[src/rtl/fetch_stage.sv]
// rtl/fetch_stage.sv - RV32I fetch stage: PC, pipelined imem req/gnt/rvalid, in-order buffer to decode
// Optional FETCH_ILLEGAL_CHK_EN: flags non-32-bit encodings (instr[1:0] != 11) and replaces them with NOP.
module fetch_stage #(
   parameter logic [31:0] RESET_PC        = 32'h0000_0000,
   parameter int          FIFO_DEPTH      = 4,
   parameter int          MAX_OUTSTANDING = 2
) (
   input  logic        clk,
   input  logic        reset,
   output logic        imem_req,
   output logic [31:0] imem_addr,
   input  logic        imem_gnt,
   input  logic        imem_rvalid,
   input  logic [31:0] imem_rdata,
   input  logic        redirect,
   input  logic [31:0] redirect_pc,
   output logic        if_valid,
   input  logic        if_ready,
   output logic [31:0] if_instr,
   output logic [31:0] if_pc
`ifdef FETCH_ILLEGAL_CHK_EN
   ,
   output logic        if_illegal
`endif
);

   localparam int AW = $clog2(FIFO_DEPTH);
   localparam int CW = AW + 1;
   localparam int OW = $clog2(MAX_OUTSTANDING + 1);
   localparam int SW = ((CW > OW) ? CW : OW) + 1;
   localparam logic [31:0] NOP = 32'h0000_0013;

   typedef enum logic [1:0] {ST_BOOT, ST_RUN, ST_DRAIN} state_t;

   state_t        r_state;
   state_t        w_next_state;
   logic [31:0]   r_fetch_pc;
   logic [31:0]   r_resp_pc;
   logic [OW-1:0] r_out;
   logic [OW-1:0] r_drop;
   logic [CW-1:0] r_wptr;
   logic [CW-1:0] r_rptr;
   logic [31:0]   r_mem_instr [FIFO_DEPTH];
   logic [31:0]   r_mem_pc    [FIFO_DEPTH];
`ifdef FETCH_ILLEGAL_CHK_EN
   logic          r_mem_ill   [FIFO_DEPTH];
`endif

   logic          w_rv_eff;
   logic          w_grant;
   logic          w_drop;
   logic          w_push;
   logic          w_pop;
   logic          w_empty;
   logic [CW-1:0] w_count;
   logic [SW-1:0] w_sum;
   logic [OW-1:0] w_drop_new;
   logic [31:0]   w_redir_pc;

   // A response with nothing outstanding is a leftover from before reset and is ignored.
   assign w_rv_eff   = imem_rvalid && (r_out != '0);
   assign w_grant    = imem_req && imem_gnt;
   assign w_drop     = w_rv_eff && (r_drop != '0);
   assign w_push     = w_rv_eff && (r_drop == '0) && !redirect;
   assign w_pop      = if_valid && if_ready;
   assign w_count    = r_wptr - r_rptr;
   assign w_empty    = (w_count == '0);
   assign w_sum      = SW'(r_out) + SW'(w_count);
   assign w_drop_new = r_out - OW'(w_rv_eff);
   assign w_redir_pc = redirect_pc & 32'hFFFF_FFFC;
   assign imem_addr  = r_fetch_pc;

   always_ff @(posedge clk) begin
      if (reset) r_state <= ST_BOOT;
      else       r_state <= w_next_state;
   end

   always_comb begin
      w_next_state = r_state;
      imem_req     = 1'b0;
      case (r_state)
         ST_BOOT:  w_next_state = ST_RUN;
         ST_RUN:   imem_req = (r_out < OW'(MAX_OUTSTANDING)) && (w_sum < SW'(FIFO_DEPTH));
         ST_DRAIN: begin
            if ((r_drop == '0) || (w_rv_eff && (r_drop == OW'(1))))
               w_next_state = ST_RUN;
         end
         default:  w_next_state = ST_BOOT;
      endcase
      if (redirect) begin
         imem_req     = 1'b0;
         w_next_state = (w_drop_new != '0) ? ST_DRAIN : ST_RUN;
      end
   end

   always_ff @(posedge clk) begin
      if (reset) begin
         r_fetch_pc <= RESET_PC;
         r_resp_pc  <= RESET_PC;
         r_out      <= '0;
         r_drop     <= '0;
         r_wptr     <= '0;
         r_rptr     <= '0;
      end else if (redirect) begin
         // Everything still in flight belongs to the abandoned path.
         r_fetch_pc <= w_redir_pc;
         r_resp_pc  <= w_redir_pc;
         r_out      <= w_drop_new;
         r_drop     <= w_drop_new;
         r_wptr     <= '0;
         r_rptr     <= '0;
      end else begin
         if (w_grant) r_fetch_pc <= r_fetch_pc + 32'd4;
         r_out <= r_out + OW'(w_grant) - OW'(w_rv_eff);
         if (w_drop) r_drop <= r_drop - OW'(1);
         if (w_push) begin
            r_mem_instr[r_wptr[AW-1:0]] <= imem_rdata;
            r_mem_pc[r_wptr[AW-1:0]]    <= r_resp_pc;
`ifdef FETCH_ILLEGAL_CHK_EN
            r_mem_ill[r_wptr[AW-1:0]]   <= (imem_rdata[1:0] != 2'b11);
`endif
            r_wptr    <= r_wptr + CW'(1);
            r_resp_pc <= r_resp_pc + 32'd4;
         end
         if (w_pop) r_rptr <= r_rptr + CW'(1);
      end
   end

   always_comb begin
      if_valid = !w_empty && !redirect;
      if_instr = NOP;
      if_pc    = 32'h0;
`ifdef FETCH_ILLEGAL_CHK_EN
      if_illegal = 1'b0;
`endif
      if (if_valid) begin
         if_instr = r_mem_instr[r_rptr[AW-1:0]];
         if_pc    = r_mem_pc[r_rptr[AW-1:0]];
`ifdef FETCH_ILLEGAL_CHK_EN
         if (r_mem_ill[r_rptr[AW-1:0]]) begin
            if_illegal = 1'b1;
            if_instr   = NOP;
         end
`endif
      end
   end

endmodule

[config.mk]
export PLATFORM = sky130hd
export DESIGN_NAME = fetch_stage
export DESIGN_NICKNAME = d
export VERILOG_FILES = /design/src/rtl/fetch_stage.sv
export SDC_FILE = /design/constraint.sdc
export NUM_CORES = 1
export LEC_CHECK = 0
export BUFFER_PORTS_ARGS = -buffer_cell sky130_fd_sc_hd__buf_4
export CAP_MARGIN = 20
export CORE_ASPECT_RATIO = 0.6
export CORE_MARGIN = 4
export CORE_UTILIZATION = 40
export CTS_CLUSTER_DIAMETER = 60
export CTS_CLUSTER_SIZE = 28
export DETAILED_ROUTE_END_ITERATION = 16
export GPL_ROUTABILITY_DRIVEN = 0
export GPL_TIMING_DRIVEN = 1
export MAX_ROUTING_LAYER = met4
export SETUP_SLACK_MARGIN = 0.02
export SLEW_MARGIN = 5
export SYNTH_ARGS = -nofsm -noshare
export SYNTH_HDL_FRONTEND = slang
export SYNTH_SLANG_ARGS = --single-unit
[constraint.sdc]
create_clock -name clk -period 6.8 [get_ports clk]
set_clock_uncertainty 0.05 [all_clocks]
set_input_delay 1.36 -clock clk [delete_from_list [all_inputs] [get_ports clk]]
set_output_delay 1.36 -clock clk [all_outputs]
set_load 0.03 [all_outputs]
==> results by group, run 1 <==
Cells and area
  • Layout cell share with drive strength beyond 1: 25.6%
  • Nets: 1149
  • Design area: 15800 um^2
  • Area growth syn-to-layout: 16.4%
  • Number of fill cells: 2895

Drt
  • Initial DRC count: 649
  • Via/cell ratio: 5.40
  • First-pass iteration count of the detailed router: 5
  • Vias: 8248
  • WL/cell: 20.6 um
  • Post-route ant nets: 0
  • DRC Markers: 0
  • WL final: 31.4 mm

Logic synthesis
  • Mux cell area share after synthesis: 10.6%
  • Post-Syn Area per Cell: 14.5 um^2
  • Ys Warns: 0
  • Cell count after synthesis: 938
  • #FFs+latches synth: 322
  • Top-area cell type share of the netlist area: 54.8%
  • Largest family of logic cells by synthesized area: simple AND/OR/NAND/NOR gates
  • Most numerous cell in the Yosys netlist: edfxtp_1
  • Largest area contributor in the netlist: edfxtp_1
  • Top cells by count, synth: edfxtp_1 (248), dfxtp_1 (74), and3_1 (66)
  • Synth cell types: 59
  • Post-synthesis adder-cell area fraction: 1.44%
  • Xor/xnor cell area share of the yosys netlist: 2.42%
  • Fraction of registers with async set/reset: 0%
  • Number of enable flip-flop cells after synthesis: 248
  • Synth area leaders: edfxtp_1 (55%), dfxtp_1 (11%), mux4_2 (10%), and3_1 (3.0%), xnor2_1 (1.6%)
  • Synthesized area: 13600 um^2
  • Main synth FF type: edfxtp_1
  • Simple logic cell fraction of the synthesized area: 11.0%
  • Sequential share of the synthesized area: 65.7%
  • Compound-gate portion of the synthesized area: 6.02%

Placement
  • PortBufs: 161
  • Placed inst area: 15200 um^2
  • DP Worst Slack: 2.00 ns
  • DP HPWL: 20.1 mm

Clocking
  • # hold bufs at CTS: 0
  • # clock sinks: 322
  • Deepest clock path buffer count: 3
  • CTS H-tree lvls: 1
  • Clk_lat worst skew: 0.52 ns
  • Root Buffer: clkbuf_16
  • TritonCTS Buffers: 19
  • Worst-path clk slew: 0.09 ns
  • CTS tree: yes
  • Post-CTS Setup Bufs: 0
  • Post-CTS resize count: 0

Floorplan
  • IO Count: 168
  • Initial core utilization: 41.2%
  • Die X-Extent: 246 um
  • Die span in y: 151 um
  • Die area: 37100 um^2
  • Std cell rows: 51
  • Area of the core: 33000 um^2

Global routing
  • Gr usage total: 17.3%
  • Pin count of the biggest net entering global routing: 81
  • Gr ovfl total: 0
  • Vias in the first global route: 8047
  • Initial antenna violation count: 1
  • First-pass GRT wire length: 48.1 mm

Pwr
  • PwrDens: 252 nW/um^2
  • P_leak: 5.52 nW
  • Worst vdd ir: 0.148 mV

Hold path
  • Type of the worst min-delay path: flop to flop

STA
  • Setup ws final: 1.97 ns
  • Setup tns final: 0 ns
  • Worst-margin pin slew: 1.04 ns
  • Final setup vio count: 0
  • Relative slew slack: 30.4%
  • RSZ-0062 raised after global routing: no
  • Fmax: 207 MHz
  • Clock period minus worst slack: 4.83 ns
  • Fin. Hold Viols: 0
  • Pins Over Slew Limit: 0
  • Tcrit/Tclk final: 71.1%

Status
  • Status: completed

Worst setup path
  • CP arrival: 3.42 ns
  • WS Path Type: input port to primary output
  • Critical Path Start Type: input port
  • Maximum fanout along the worst path: 80
  • CP Data Required Time: 5.39 ns
  • Critical path endpoint category: primary output

Job
  • MaxCap Viol Count: 0
## cell usage in the layout, fill, tap and decap left out, drive strengths merged, types with 6 or more instances in the layout
| cell type | Yosys | final |
|---|---|---|
| nor3 | 20 | 20 |
| xor2 | 10 | 10 |
| a21oi | 33 | 33 |
| nor2 | 42 | 42 |
| o21ai | 17 | 17 |
| or3 | 14 | 14 |
| and3 | 66 | 66 |
| a211oi | 13 | 13 |
| a21boi | 11 | 11 |
| mux4 | 62 | 62 |
| buf | 15 | 166 |
| dfxtp | 74 | 74 |
| xnor2 | 25 | 25 |
| inv | 34 | 42 |
| clkbuf | 49 | 20 |
| ha | 14 | 14 |
| or4 | 6 | 6 |
| o211ai | 7 | 7 |
| nand4 | 13 | 13 |
| edfxtp | 248 | 248 |
| nand2 | 47 | 47 |
| a31oi | 17 | 17 |
| and2 | 6 | 6 |
| nor4 | 9 | 9 |
| nand3 | 29 | 29 |
## layer usage
metal / share of wire [%] / wire length, um / GRT usage [%]
met3: 5.2 / 1650 / 2.90
met1: 48 / 15100 / 26.0
met2: 45 / 14100 / 25.1
met5: 0 / 0 / -
met4: 1.7 / 531 / 3.15
## report_power, final
group | switching [mW] | internal (mW) | total [mW]
Sequential | 0.0684 | 2.18 | 2.25
Clock | 0.701 | 0.560 | 1.26
Combinational | 0.289 | 0.193 | 0.482
## state kept, by name, summed over array words and instances, names as in the netlist, named ones only
register     flops
r_drop           2
r_mem_pc       120
r_state          2
r_wptr           3
imem_addr       30
r_rptr           3
r_mem_instr    128
r_out            2
r_resp_pc       30
## worst paths after layout
check / from / to / slack, ns / depth (start not counted)
hold / removal: r_rptr[1] / flop / 0.45 / 2
setup reg to reg: r_wptr[0] / imem_addr[24] / 3.03 / 12
hold reg to reg: r_rptr[1] / flop / 0.45 / 2
setup / recovery: redirect / if_pc[24] / 1.97 / 5
## cells by family (layout without fill, tap and decap cells)
group | after synthesis | after routing
XOR/XNOR | 36 | 36
AO/OA/AOI/OAI | 125 | 125
multiplexers | 67 | 67
AND/OR/NAND/NOR | 274 | 274
buffers and inverters | 98 | 232
adder cells (fa/ha/maj) | 15 | 15
other | 1 | 5
flip-flops | 322 | 322
## through the flow
| step | std cells | hold slack, ns | total power, mW | util (%) |
|---|---|---|---|---|
| final | 1526 | 0.450 | 3.99 | 48.0 |
| after global routing | 1526 | 0.475 | 4.17 | 48.0 |
| after global placement | 1493 | 0.431 | 2.77 | 46.1 |
| after floorplan | 941 | 0.417 | 2.59 | - |
| after detailed placement | 1493 | 0.439 | 2.78 | 46.1 |
| after CTS | 1525 | 0.453 | 4.04 | 48.0 |
## worst max-delay path, stage by stage
cell and delay, ns:
buf_4 0.49, clkinv_2 0.67, buf_12 0.42, and3_1 0.21, buf_4 0.16
## area by class of cell
| class | instances | area [um^2] | area share, % |
|---|---|---|---|
| Antenna cell | 1 | 2.50 | 0.0158 |
| Clock buffer | 20 | 479 | 3.03 |
| Clock inverter | 12 | 145 | 0.917 |
| Inverter | 34 | 129 | 0.814 |
| Multi-Input combinational cell | 521 | 4320 | 27.3 |
| Sequential cell | 322 | 8930 | 56.4 |
| Tap cell | 450 | 563 | 3.56 |
| Timing Repair Buffer | 166 | 1260 | 7.95 |
No activity file was read; power rests on OpenSTA's default activity.
==> run 2: changes to the inputs <==
--- a/config.mk
+++ b/config.mk
@@ -5,6 +5,7 @@
 export SDC_FILE = /design/constraint.sdc
 export NUM_CORES = 1
 export LEC_CHECK = 0
+export ABC_AREA = 1
 export BUFFER_PORTS_ARGS = -buffer_cell sky130_fd_sc_hd__buf_4
 export CAP_MARGIN = 20
 export CORE_ASPECT_RATIO = 0.6
==> constraint.sdc (replaced) <==
create_clock -name clk -period 4.1 [get_ports clk]
set_clock_uncertainty 0.05 [all_clocks]
set_input_delay 0.82 -clock clk [delete_from_list [all_inputs] [get_ports clk]]
set_output_delay 0.82 -clock clk [all_outputs]
set_load 0.03 [all_outputs]
==> results by group, run 2 <==
Clocking
  • Deepest clock path buffer count: 3 (unchanged)
  • Worst-path clk slew: 0.11 ns (+0.02 ns)
  • Root Buffer: clkbuf_16
  • Post-CTS Setup Bufs: 0 (unchanged)
  • # clock sinks: 322 (unchanged)
  • Clk_lat worst skew: 0.54 ns (+0.02 ns)
  • TritonCTS Buffers: 19 (unchanged)
  • CTS tree: yes
  • CTS H-tree lvls: 1 (unchanged)

Cells and area
  • Nets: 1772 (+54%)
  • Commonest non-fill, non-tap cell in the layout: nor2_1
  • Finished Core Util: 47.9% (about the same)
  • Antenna diodes: 0 (-1)
  • Largest register FFs: 128 (unchanged)
  • Area growth syn-to-layout: 16.6%
  • Layout cell share with drive strength beyond 1: 14.9% (-11 points)
  • Most frequent cells in the layout: nor2_1 (347), nand2_1 (261), edfxtp_1 (248)
  • Number of fill cells: 3329 (+15%)

STA
  • Fin. Hold Viols: 0 (unchanged)
  • Pins Over Slew Limit: 0 (unchanged)
  • Clock period minus worst slack: 3.74 ns
  • Setup tns final: 0 ns (unchanged)
  • Hold slack: 0.425 ns (-0.0255 ns)
  • RSZ-0062 raised after global routing: no
  • Relative slew slack: 43.0% (+13 points)
  • Tcrit/Tclk final: 91.3%
  • Final setup vio count: 0 (unchanged)
  • Setup ws final: 0.359 ns (-1.61 ns)
  • Worst-margin pin slew: 0.854 ns (-0.190 ns)
  • Fmax: 267 MHz

Global routing
  • Vias in the first global route: 10400 (+29%)
  • Gr ovfl total: 0 (unchanged)
  • Gr usage total: 20.0% (+2.7 points)
  • Pin count of the biggest net entering global routing: 76 (-6.2%)
  • First-pass GRT wire length: 60.9 mm (+26%)
  • Initial antenna violation count: 0 (-1)

Logic synthesis
  • Top cells by count, synth: nor2_1 (351), nand2_1 (261), edfxtp_1 (248)
  • Most numerous cell in the Yosys netlist: nor2_1
  • Top-area cell type share of the netlist area: 51.1% (-3.7 points)
  • Synthesized area: 14600 um^2 (+7.3%)
  • Ys Warns: 0 (unchanged)
  • Number of enable flip-flop cells after synthesis: 248 (unchanged)
  • Fraction of registers with async set/reset: 0% (unchanged)
  • Synth cell types: 47 (-20%)
  • #FFs+latches synth: 322 (unchanged)
  • Cell count after synthesis: 1548 (+65%)
  • Sequential share of the synthesized area: 61.2% (-4.4 points)
  • Largest area contributor in the netlist: edfxtp_1
  • Synth area leaders: edfxtp_1 (51%), dfxtp_1 (10%), nor2_1 (9.0%), nand2_1 (6.7%), o21ai_0 (5.7%)
  • Post-Syn Area per Cell: 9.42 um^2 (-35%)
  • Main synth FF type: edfxtp_1

Worst setup path
  • Buf/Inv on CP: 4 (unchanged)
  • Critical Path Start Type: flop
  • CP Data Required Time: 3.23 ns (-2.16 ns)
  • CP arrival: 2.87 ns (-0.55 ns)
  • Worst path slowest cell: fa_1
  • Maximum fanout along the worst path: 16 (-80%)
  • Critical path endpoint category: primary output
  • Crit path max-delay family: buffers and inverters
  • Critical Path Max Stage Delay: 0.38 ns (-0.29 ns)
  • WS Path Type: flop to primary output
  • Crit path cell chain: inv_1 > ha_1 > inv_1 > fa_1 > nand2_1 > nand2_2 > nand2_1 > nand2_4 > buf_4 > a21oi_1 > buf_4

Floorplan
  • Area of the core: 35500 um^2 (+7.5%)
  • Die span in y: 156 um (+3.4%)
  • Die area: 39700 um^2 (+6.9%)
  • Std cell rows: 53 (+3.9%)
  • Die X-Extent: 255 um (+3.5%)
  • Initial core utilization: 41.1% (-0.11 points)
  • IO Count: 168 (unchanged)

Job
  • MaxCap Viol Count: 0 (unchanged)

Pwr
  • Pwr Total: 6.88 mW (+72%)
  • P_leak: 6.31 nW (+14%)
  • PwrDens: 405 nW/um^2 (+61%)
  • Worst vdd ir: 0.282 mV (+91%)

Drt
  • WL/cell: 18.3 um (-11%)
  • WL final: 39.6 mm (+26%)
  • First-pass iteration count of the detailed router: 6 (+1)
  • Vias: 11300 (+37%)
  • Post-route ant nets: 0 (unchanged)
  • DRC Markers: 0 (unchanged)
  • Via/cell ratio: 5.21 (-3.6%)
  • Initial DRC count: 1043 (+61%)

Hold path
  • Type of the worst min-delay path: input port to flop

Placement
  • PortBufs: 161 (unchanged)
  • DP HPWL: 26.2 mm (+30%)
  • DP Worst Slack: 0.765 ns (-1.23 ns)

Status
  • Status: completed
## run 2: area by class of cell
type,count,area [um^2],share of cell area [%]
flip-flops and latches,322,8930,52.5
multi-input cells,1069,5020,29.5
repair buffers,188,1510,8.89
well taps,467,584,3.44
clock buffers,22,487,2.86
inverters,87,329,1.94
clock inverters,11,140,0.824
## run 2: cells by family (layout without fill, tap and decap cells)
logic type / Yosys count / after routing / share of synthesized area [%]
simple gates: 718 / 718 / 20.4
flops: 322 / 322 / 61.2
compound gates: 310 / 310 / 11.0
buf+inv: 160 / 308 / 4.70
xor+xnor: 22 / 22 / 1.32
fa+ha+maj: 15 / 15 / 1.34
other cells: 1 / 4 / 0.0257
## run 2: stage by stage
| step | instance area [um^2] | instances |
|---|---|---|
| floorplan | 14600 | 1551 |
| global placement | 16400 | 2133 |
| detailed placement | 16400 | 2133 |
| CTS | 17000 | 2166 |
| global route | 17000 | 2166 |
| finish | 17000 | 2166 |
## run 2: path summary, 6_finish.rpt
kind | start | endpoint | slack, ns | cells past startpoint
min reg2reg | r_rptr[1] | flop | 0.47 | 2
max reg2reg | r_wptr[0] | r_out[1] | 0.89 | 16
max | r_wptr[0] | if_pc[29] | 0.36 | 11
min | imem_rdata[31] | r_mem_instr[1][31] | 0.42 | 1
## run 2: per-layer routing
layer / GRT usage [%] / part of all wire [%]
met5: - / 0
met3: 3.23 / 6.7
met2: 28.6 / 43
met4: 2.98 / 1.5
met1: 30.6 / 49
## run 2: timing repair
action,in CTS,in global routing
resized for setup,0,1
hold buffers,0,0
setup endpoints to repair,0,1
## run 2: report_power, final
group,switching (mW),leakage (nW),internal [mW]
sequential,0.137,2.86,3.62
combinational,0.661,3.15,0.324
clock,1.20,0.305,0.935
total,2.00,6.31,4.88
==> run 3: changes to the inputs <==
--- a/config.mk
+++ b/config.mk
@@ -5,7 +5,7 @@
 export SDC_FILE = /design/constraint.sdc
 export NUM_CORES = 1
 export LEC_CHECK = 0
-export ABC_AREA = 1
+export ABC_AREA = 0
 export BUFFER_PORTS_ARGS = -buffer_cell sky130_fd_sc_hd__buf_4
 export CAP_MARGIN = 20
 export CORE_ASPECT_RATIO = 0.6
==> results by group, run 3 (synthesis results as in run 1) <==
Status
  • Status: completed

Drt
  • Via/cell ratio: 5.39 (+3.5%)
  • Post-route ant nets: 0 (unchanged)
  • Initial DRC count: 704 (-33%)
  • WL/cell: 20.9 um (+14%)
  • DRC Markers: 0 (unchanged)
  • Vias: 8312 (-26%)
  • WL final: 32.2 mm (-19%)
  • First-pass iteration count of the detailed router: 5 (-1)

Cells and area
  • Layout cell share with drive strength beyond 1: 26.7% (+12 points)
  • Nets: 1164 (-34%)
  • Commonest non-fill, non-tap cell in the layout: edfxtp_1
  • FF/Latch Area: 8930 um^2 (unchanged)
  • Number of fill cells: 2864 (-14%)
  • Area of the multi-input gates: 4320 um^2 (-14%)
  • Finished Core Util: 48.7% (+0.80 points)
  • Most frequent cells in the layout: edfxtp_1 (248), buf_4 (172), dfxtp_1 (72)
  • Largest register FFs: 128 (unchanged)
  • Area growth syn-to-layout: 18.2%
  • Antenna diodes: 0 (unchanged)

STA
  • Setup tns final: 0 ns (unchanged)
  • Worst-margin pin slew: 0.760 ns (-0.0939 ns)
  • Tcrit/Tclk final: 95.9% (+4.7 points)
  • Final setup vio count: 0 (unchanged)
  • Clock period minus worst slack: 3.93 ns (+0.192 ns)
  • Relative slew slack: 48.8% (+5.8 points)
  • RSZ-0062 raised after global routing: no
  • Pins Over Slew Limit: 0 (unchanged)
  • Fin. Hold Viols: 0 (unchanged)
  • Fmax: 254 MHz (-4.9%)

Worst setup path
  • Buf/Inv on CP: 3 (-1)
  • Maximum fanout along the worst path: 4 (-12)
  • Reg-to-reg startpoint: r_wptr[0]
  • Crit path cell chain: inv_1 > ha_1 > inv_1 > fa_1 > ha_1 > and3b_1 > or4_1 > nor2_1 > buf_4
  • Critical Path Max Stage Delay: 0.44 ns (+0.06 ns)
  • Worst path slowest cell: fa_1
  • Crit. Startpoint: r_wptr[0]
  • Crit path max-delay family: adder cells
  • Critical Path Start Type: flop
  • CP arrival: 3.06 ns (+0.19 ns)
  • Critical path endpoint category: primary output
  • CP Data Required Time: 3.23 ns (about the same)
  • WS Path Type: flop to primary output

Clocking
  • # hold bufs at CTS: 0 (unchanged)
  • # clock sinks: 322 (unchanged)
  • CTS H-tree lvls: 1 (unchanged)
  • Worst-path clk slew: 0.10 ns (about the same)
  • TritonCTS Buffers: 19 (unchanged)
  • Clk_lat worst skew: 0.54 ns (about the same)
  • Post-CTS resize count: 0 (unchanged)
  • Post-CTS Setup Bufs: 0 (unchanged)
  • Deepest clock path buffer count: 3 (unchanged)
  • Root Buffer: clkbuf_16
  • CTS tree: yes

Placement
  • PortBufs: 161 (unchanged)
  • DP HPWL: 21.7 mm (-17%)

Pwr
  • Internal power: 4.95 mW (+1.3%)
  • Clock Power Share: 32.2% (+1.2 points)
  • Logic pwr share: 12.4% (-1.9 points)
  • Worst vdd ir: 0.217 mV (-23%)
  • Sw power: 1.77 mW (-11%)
  • P_leak: 5.64 nW (-11%)
  • PwrDens: 418 nW/um^2 (+3.4%)
  • Sequential Power Share: 55.4% (+0.7 points)
  • Sw Share: 26.4% (-2.6 points)

Floorplan
  • Initial core utilization: 41.2% (+0.11 points)
  • Die span in y: 151 um (-3.3%)
  • Area of the core: 33000 um^2 (-7.0%)
  • Std cell rows: 51 (-3.8%)
  • IO Count: 168 (unchanged)
  • Die area: 37100 um^2 (-6.5%)
  • Die X-Extent: 246 um (-3.3%)

Global routing
  • First-pass GRT wire length: 49.9 mm (-18%)
  • Initial antenna violation count: 0 (unchanged)
  • Gr usage total: 17.8% (-2.2 points)
  • Vias in the first global route: 8234 (-21%)
  • Pin count of the biggest net entering global routing: 62 (-18%)
  • Gr ovfl total: 0 (unchanged)

Job
  • MaxCap Viol Count: 0 (unchanged)

Hold path
  • Type of the worst min-delay path: input port to flop
  • HP Start: imem_rdata[28]
run 3: power groups by stage:
stage	Combinational [mW]	Sequential (mW)	Clock (mW)
after floorplan	0.507	3.79	0
after detailed placement	0.840	3.80	0
after global placement	0.831	3.79	0
final	0.836	3.72	2.17
after CTS	0.843	3.72	2.24
after global routing	0.919	3.74	2.37
run 3: final cells by class:
type	instances	area share (%)
inverters	34	0.802
clock inverters	13	1.11
clock buffers	21	3.00
repair buffers	181	9.15
well taps	450	3.50
multi-input cells	521	26.8
flip-flops and latches	322	55.6
run 3: final timing paths:
path	endpoint	slack [ns]	cells past startpoint
worst max register to register	imem_addr[24]	0.58	11
worst min register to register	flop	0.46	2
worst max-delay path	imem_req	0.17	9
worst min-delay path	r_mem_instr[2][28]	0.43	1
run 3: metrics by stage:
step	std cells	area, um^2	hold WS [ns]	setup WS, ns	total power [mW]
after CTS	1542	16100	0.397	0.0225	6.81
after global placement	1508	15400	0.431	0.640	4.62
after global routing	1542	16100	0.401	0.0546	7.03
final	1542	16100	0.429	0.167	6.72
after floorplan	941	13600	0.417	0.503	4.29
after detailed placement	1508	15400	0.438	0.617	4.64
run 3: per-layer routing:
layer / GRT usage [%] / vias to the layer above / wire (um)
li1: - / 3898 / -
met1: 27.1 / 4175 / 15700
met2: 25.6 / 209 / 14200
met3: 3.15 / 30 / 1790
met4: 2.89 / 0 / 488
met5: - / - / 0
